**src/rtl/cpu4_pkg.sv**
```systemverilog
// cpu4_pkg: shared opcodes, operand-mux selects, load strobe indices and FSM state encoding
package cpu4_pkg;
  localparam logic [3:0] OP_ADD_A   = 4'h0;
  localparam logic [3:0] OP_MOV_A_B = 4'h1;
  localparam logic [3:0] OP_IN_A    = 4'h2;
  localparam logic [3:0] OP_MOV_A   = 4'h3;
  localparam logic [3:0] OP_MOV_B_A = 4'h4;
  localparam logic [3:0] OP_ADD_B   = 4'h5;
  localparam logic [3:0] OP_IN_B    = 4'h6;
  localparam logic [3:0] OP_MOV_B   = 4'h7;
  localparam logic [3:0] OP_OUT_B   = 4'h9;
  localparam logic [3:0] OP_OUT_IM  = 4'hB;
  localparam logic [3:0] OP_JNC     = 4'hE;
  localparam logic [3:0] OP_JMP     = 4'hF;
  localparam logic [1:0] SEL_A    = 2'd0;
  localparam logic [1:0] SEL_B    = 2'd1;
  localparam logic [1:0] SEL_SW   = 2'd2;
  localparam logic [1:0] SEL_ZERO = 2'd3;
  localparam int LD_A   = 0;
  localparam int LD_B   = 1;
  localparam int LD_OUT = 2;
  typedef enum logic [1:0] {S_IDLE, S_FETCH, S_EXEC} state_e;
endpackage

```
**src/rtl/cpu4_sequencer_if.sv**
```systemverilog
// cpu4_sequencer_if: program ROM fetch handshake
//   rom_req  : fetch request (master -> slave)
//   rom_addr : fetch address, PC_W bits (master -> slave)
//   rom_ack  : rom_data valid this cycle (slave -> master)
//   rom_data : 8-bit instruction (slave -> master)
interface cpu4_sequencer_if #(parameter int PC_W = 4);
  logic            rom_req;
  logic [PC_W-1:0] rom_addr;
  logic            rom_ack;
  logic [7:0]      rom_data;
  modport master (output rom_req, rom_addr, input rom_ack, rom_data);
  modport slave (input rom_req, rom_addr, output rom_ack, rom_data);
endinterface

```
**src/rtl/cpu4_decode.sv**
```systemverilog
// cpu4_decode: opcode to operand select, immediate use, load strobes and jump flags
//   op_i      : instruction opcode
//   sel_o     : operand mux select
//   use_imm_o : immediate drives the adder second operand
//   load_o    : one-hot register write strobe (bit 3 always 0)
//   is_jmp_o  : unconditional jump
//   is_jnc_o  : jump if carry clear
module cpu4_decode
  import cpu4_pkg::*;
(
  input  logic [3:0] op_i,
  output logic [1:0] sel_o,
  output logic       use_imm_o,
  output logic [3:0] load_o,
  output logic       is_jmp_o,
  output logic       is_jnc_o
);
  always_comb begin
    sel_o = SEL_A;
    use_imm_o = 1'b0;
    load_o = 4'b0000;
    case (op_i)
      OP_ADD_A:   begin sel_o = SEL_A;    use_imm_o = 1'b1; load_o[LD_A]   = 1'b1; end
      OP_ADD_B:   begin sel_o = SEL_B;    use_imm_o = 1'b1; load_o[LD_B]   = 1'b1; end
      OP_MOV_A:   begin sel_o = SEL_ZERO; use_imm_o = 1'b1; load_o[LD_A]   = 1'b1; end
      OP_MOV_B:   begin sel_o = SEL_ZERO; use_imm_o = 1'b1; load_o[LD_B]   = 1'b1; end
      OP_MOV_A_B: begin sel_o = SEL_B;                      load_o[LD_A]   = 1'b1; end
      OP_MOV_B_A: begin sel_o = SEL_A;                      load_o[LD_B]   = 1'b1; end
      OP_IN_A:    begin sel_o = SEL_SW;                     load_o[LD_A]   = 1'b1; end
      OP_IN_B:    begin sel_o = SEL_SW;                     load_o[LD_B]   = 1'b1; end
      OP_OUT_B:   begin sel_o = SEL_B;                      load_o[LD_OUT] = 1'b1; end
      OP_OUT_IM:  begin sel_o = SEL_ZERO; use_imm_o = 1'b1; load_o[LD_OUT] = 1'b1; end
      default: ;
    endcase
  end
  assign is_jmp_o = op_i == OP_JMP;
  assign is_jnc_o = op_i == OP_JNC;
endmodule

```
**src/rtl/cpu4_sequencer.sv**
```systemverilog
// cpu4_sequencer: fetch/execute control for the 4-bit register/adder datapath
//   ck, res : clock, asynchronous active-low reset
//   run     : allow new fetches (sampled in IDLE and at the end of EXEC)
//   rom     : program ROM fetch handshake (master side)
//   cy_in   : datapath adder carry-out, valid during EXEC
//   sel/imm/load : datapath controls, nonzero only during EXEC
//   pc, carry    : program counter and carry flag
module cpu4_sequencer
  import cpu4_pkg::*;
#(
  parameter int              PC_W     = 4,
  parameter logic [PC_W-1:0] RESET_PC = '0
) (
  input  logic                    ck,
  input  logic                    res,
  input  logic                    run,
  cpu4_sequencer_if.master        rom,
  input  logic                    cy_in,
  output logic [1:0]              sel,
  output logic [3:0]              imm,
  output logic [3:0]              load,
  output logic [PC_W-1:0]         pc,
  output logic                    carry
);
  state_e          state_q, state_d;
  logic [PC_W-1:0] pc_q, pc_d;
  logic [7:0]      ir_q, ir_d;
  logic            carry_q, carry_d;
  logic [1:0]      dec_sel;
  logic [3:0]      dec_load;
  logic            dec_use_imm, dec_jmp, dec_jnc, exec;
  cpu4_decode u_decode (
    .op_i      (ir_q[7:4]),
    .sel_o     (dec_sel),
    .use_imm_o (dec_use_imm),
    .load_o    (dec_load),
    .is_jmp_o  (dec_jmp),
    .is_jnc_o  (dec_jnc)
  );
  always_ff @(posedge ck or negedge res) begin
    if (!res) begin
      state_q <= S_IDLE;
      pc_q <= RESET_PC;
      ir_q <= 8'h00;
      carry_q <= 1'b0;
    end else begin
      state_q <= state_d;
      pc_q <= pc_d;
      ir_q <= ir_d;
      carry_q <= carry_d;
    end
  end
  // JNC tests the carry held before this EXEC, so carry_q is used, not carry_d.
  always_comb begin
    state_d = state_q;
    pc_d = pc_q;
    ir_d = ir_q;
    carry_d = carry_q;
    case (state_q)
      S_IDLE: state_d = run ? S_FETCH : S_IDLE;
      S_FETCH: begin
        if (rom.rom_ack) begin
          ir_d = rom.rom_data;
          state_d = S_EXEC;
        end
      end
      S_EXEC: begin
        state_d = run ? S_FETCH : S_IDLE;
        carry_d = |dec_load ? cy_in : carry_q;
        pc_d = (dec_jmp || (dec_jnc && !carry_q)) ? PC_W'(ir_q[3:0]) : pc_q + PC_W'(1);
      end
      default: state_d = S_IDLE;
    endcase
  end
  always_comb begin
    exec = state_q == S_EXEC;
    rom.rom_req = state_q == S_FETCH;
    sel = exec ? dec_sel : SEL_A;
    imm = (exec && dec_use_imm) ? ir_q[3:0] : 4'd0;
    load = exec ? dec_load : 4'd0;
  end
  assign rom.rom_addr = pc_q;
  assign pc = pc_q;
  assign carry = carry_q;
endmodule

```
**src/flat_wrapper.sv**
```systemverilog
// flat-port wrapper written by rule: the top's interface ports become plain ports
module cpu4_sequencer_flat import cpu4_pkg::*;
#(
  parameter int              PC_W     = 4,
  parameter logic [PC_W-1:0] RESET_PC = '0
)
  (ck, res, run, cy_in, sel, imm, load, pc, carry, rom_rom_req, rom_rom_addr, rom_rom_ack, rom_rom_data);
  cpu4_sequencer_if #(.PC_W(PC_W)) rom_i ();
  input  logic ck;
  input  logic res;
  input  logic run;
  input  logic cy_in;
  output logic [1:0] sel;
  output logic [3:0] imm;
  output logic [3:0] load;
  output logic [PC_W-1:0] pc;
  output logic carry;
  output wire logic [$bits(rom_i.rom_req)-1:0] rom_rom_req;
  output wire logic [$bits(rom_i.rom_addr)-1:0] rom_rom_addr;
  input wire logic [$bits(rom_i.rom_ack)-1:0] rom_rom_ack;
  input wire logic [$bits(rom_i.rom_data)-1:0] rom_rom_data;
  assign rom_rom_req = rom_i.rom_req;
  assign rom_rom_addr = rom_i.rom_addr;
  assign rom_i.rom_ack = rom_rom_ack;
  assign rom_i.rom_data = rom_rom_data;
  cpu4_sequencer #(.PC_W(PC_W), .RESET_PC(RESET_PC)) u_core (.ck(ck), .res(res), .run(run), .rom(rom_i), .cy_in(cy_in), .sel(sel), .imm(imm), .load(load), .pc(pc), .carry(carry));
endmodule
```
**config.mk**
```make
export PLATFORM = sky130hd
export DESIGN_NAME = cpu4_sequencer_flat
export DESIGN_NICKNAME = d
export VERILOG_FILES = /design/src/rtl/cpu4_pkg.sv /design/src/rtl/cpu4_sequencer_if.sv /design/src/rtl/cpu4_decode.sv /design/src/rtl/cpu4_sequencer.sv /design/src/flat_wrapper.sv
export SDC_FILE = /design/constraint.sdc
export NUM_CORES = 1
export LEC_CHECK = 0
export ABC_AREA = 1
export CORE_UTILIZATION = 47
export CTS_CLUSTER_DIAMETER = 50
export CTS_CLUSTER_SIZE = 25
export DETAILED_ROUTE_END_ITERATION = 10
export PLACE_DENSITY = 0.93
export REMOVE_ABC_BUFFERS = 1
export SYNTH_ARGS = -nofsm -noshare
export SYNTH_HDL_FRONTEND = slang
export SYNTH_HIERARCHICAL = 1
export SYNTH_SLANG_ARGS = --single-unit
```
**constraint.sdc**
```tcl
create_clock -name ck -period 2 [get_ports ck]
set_clock_uncertainty 0.15 [all_clocks]
set_input_delay 0.6 -clock ck [delete_from_list [all_inputs] [get_ports ck]]
set_output_delay 0.6 -clock ck [all_outputs]
set_load 0.02 [all_outputs]
```
==> reports/results.ini <==
[hold_path]
hold_path_class=flip-flop to flip-flop

[sta]
fin_hold_ws_ns=0.351
worst_slack_ns=-0.182
fmax_mhz=458
min_period_ns=2.18
slew_violations=0
rsz0062_at_grt=true
post-route-period-util=1.09
tns_ns=-1.04
final_hold_viol_count=0
finalSetupViolCount=9

[worst_setup_path]
worst_path_max_delay_cell=dfrtp_2
crit_end=imm[0]
reg2reg_to=u_core/pc[0]$_DFFE_PN0P_
reg2reg_depth=9
timing.rr.start=u_core/ir_q[5]$_DFFE_PN0P_
crit_arrival_ns=1.43
crit_start=u_core/ir_q[6]$_DFFE_PN0P_
max_stage_delay_ns=0.46
cp_data_required_time_ns=1.25
crit_path_start_kind=flip-flop
crit_family=flip-flops
r2r_slack_ns=0.17
worstPathMaxFanout=5
cp.depth=8
cp-end-kind=output port
criticalPathCategory=flip-flop to output port
crit_chain=inv_2, nand2_1, nand2_2, nand2_2, inv_2, nand2_4, nor2_4, buf_6
crit_buf_inv=3

[global_routing]
grt_max_degree=16
grt_pass1_wl_um=4020
grt_pass1_vias=951
grt_util_all_layers=0.270
grt_antenna_before_repair=0
grt-ovfl-total=0

[cts]
htreeDepth=1
numCtsBuffers=3
root_buffer=clkbuf_4
clock_latency_ns=0.29
cts_tree=built
clk_pin_slew_ns=0.09
cts_sinks=15
ctsHoldBuffers=0
clock_path_buffers=2

[die]
row_count=15
core_um2=1800
start_util=0.528
io_pins=33
die_w_um=47.0
dieArea_um2=2210
dieHeight_um=47.0

[place]
port_buffers=31
post-dp-hpwl_um=1860
gp_congestion=0.759

[synthesis]
synthDistinctLibCells=22
ys_ff_latch=15
netlist_area_um2=951
yosysSeqAreaShare=0.395
synthCells=136
yosysWarnings=6
synth_area_per_cell_um2=6.99

[status]
violations=setup timing
status=finished with violations

[power_and_ir_drop]
clkPwrFrac=0.103
peakVddDrop_uv=844
p_per_area_nw_per_um2=1140
seq_power_share=0.309
leakage_uw=0.000787
p_int_uw=921
p_sw_frac=0.464
power_frac_comb=0.589
switchingPower_uw=796

[route]
drt_first_pass_iters=4
via_per_inst=5.19
ant_nets=0
totalWireLength_um=3150
routedWlPerCell_um=14.8
drc=0
vias=1106
dr.first_iter.drc_count=38

[final_layout]
final_nets=203
antenna_cells=0
drive_gt1_frac=0.404
area_delta_synth_final_pct=58.0

[run]
max_cap_violations=0

==> how the worst min path moves through the flow <==
stage / startpoint / end / slack [ns] / cells past startpoint
2_1_floorplan: res / u_core/carry$_DFFE_PN0P_ / 0.15 / 0
3_3_place_gp: u_core/carry$_DFFE_PN0P_ / u_core/carry$_DFFE_PN0P_ / 0.33 / 2
3_5_place_dp: u_core/carry$_DFFE_PN0P_ / u_core/carry$_DFFE_PN0P_ / 0.34 / 2
4_1_cts: u_core/carry$_DFFE_PN0P_ / u_core/carry$_DFFE_PN0P_ / 0.36 / 2
5_1_grt: u_core/carry$_DFFE_PN0P_ / u_core/carry$_DFFE_PN0P_ / 0.39 / 2
6_report: u_core/carry$_DFFE_PN0P_ / u_core/carry$_DFFE_PN0P_ / 0.35 / 2
==> power by group through the flow <==
stage               clock network, µW  registers (µW)  logic, µW
detailed placement                  0             515        838
CTS                               178             504        849
floorplan                           0             592        348
global route                      194             544       1070
finish                            176             530       1010
global placement                    0             505        793
==> cell usage after synthesis, drive strengths merged <==
cell,n,area [µm²]
dfrtp,15,375
inv,25,93.8
buf,7,63.8
a21oi,3,15.0
conb,1,3.75
o21ai,7,50.0
ha,1,12.5
clkinv,1,8.76
nand3,3,15.0
nand2,51,216
nor3,2,10.0
nand4,2,12.5
nand3b,1,7.51
nor2,17,66.3
==> logic make-up after synthesis <==
| logic type | after synthesis | share of synthesized area |
|---|---|---|
| AND/OR/NAND/NOR | 76 | 0.345 |
| AO/OA/AOI/OAI | 10 | 0.0684 |
| other | 1 | 0.00394 |
| flip-flops | 15 | 0.395 |
| adder cells (fa/ha/maj) | 1 | 0.0132 |
| buffers and inverters | 33 | 0.175 |
==> cell type report <==
type | count | area, µm²
Clock inverter | 1 | 5.00
Sequential cell | 15 | 379
Tap cell | 25 | 31.3
Clock buffer | 3 | 22.5
Multi-Input combinational cell | 88 | 480
Inverter | 26 | 103
Fill cell | 111 | 299
Timing Repair Buffer | 55 | 482
==> layout by cell type (no fill, tap or decap), drive strengths merged <==
master	count
a21oi	3
buf	34
clkbuf	3
clkdlybuf4s50	12
clkinv	2
conb	1
dfrtp	15
dlygate4sd2	9
ha	1
inv	25
nand2	51
nand3	3
nand3b	1
nand4	2
nor2	17
nor3	2
o21ai	7
==> per-stage QoR <==
| stage | std cells | worst slack, ns | util | total power, µW | instance area, µm² |
|---|---|---|---|---|---|
| 2_1_floorplan | 129 | 0.184 | - | 939 | 887 |
| 3_3_place_gp | 201 | -0.244 | 0.749 | 1300 | 1350 |
| 3_5_place_dp | 201 | -0.302 | 0.749 | 1350 | 1350 |
| 4_1_cts | 211 | -0.165 | 0.767 | 1530 | 1380 |
| 5_1_grt | 213 | -0.248 | 0.834 | 1810 | 1500 |
| 6_report | 213 | -0.182 | 0.834 | 1720 | 1500 |
==> layer usage <==
layer / part of all wire / vias up / track usage
li1: - / 508 / -
met1: 0.36 / 513 / 0.297
met2: 0.50 / 64 / 0.497
met3: 0.082 / 21 / 0.0423
met4: 0.050 / 0 / 0.137
met5: 0 / - / 0
==> state kept, by name, summed over array words and instances, names as in the netlist <==
register and cells:
u_core/pc 4, u_core/carry 1, u_core/ir_q 8, u_core/state_q 2
==> what timing repair did <==
action	CTS	global route
endpoints found under the hold margin	0	0
resized for setup	54	41
endpoints found under the setup margin	19	10
setup buffers	6	2
pin swaps	2	4
==> worst reg2reg max path: stages (launching register included) <==
cell and delay [ns]:
dfrtp_1 0.42, inv_1 0.07, buf_4 0.15, nor3_1 0.26, nand2_1 0.12, nand2_1 0.21
nand2_1 0.09, nand2_1 0.11, nand2_1 0.10, nand2_1 0.08
Power figures use the tool's default switching activity.
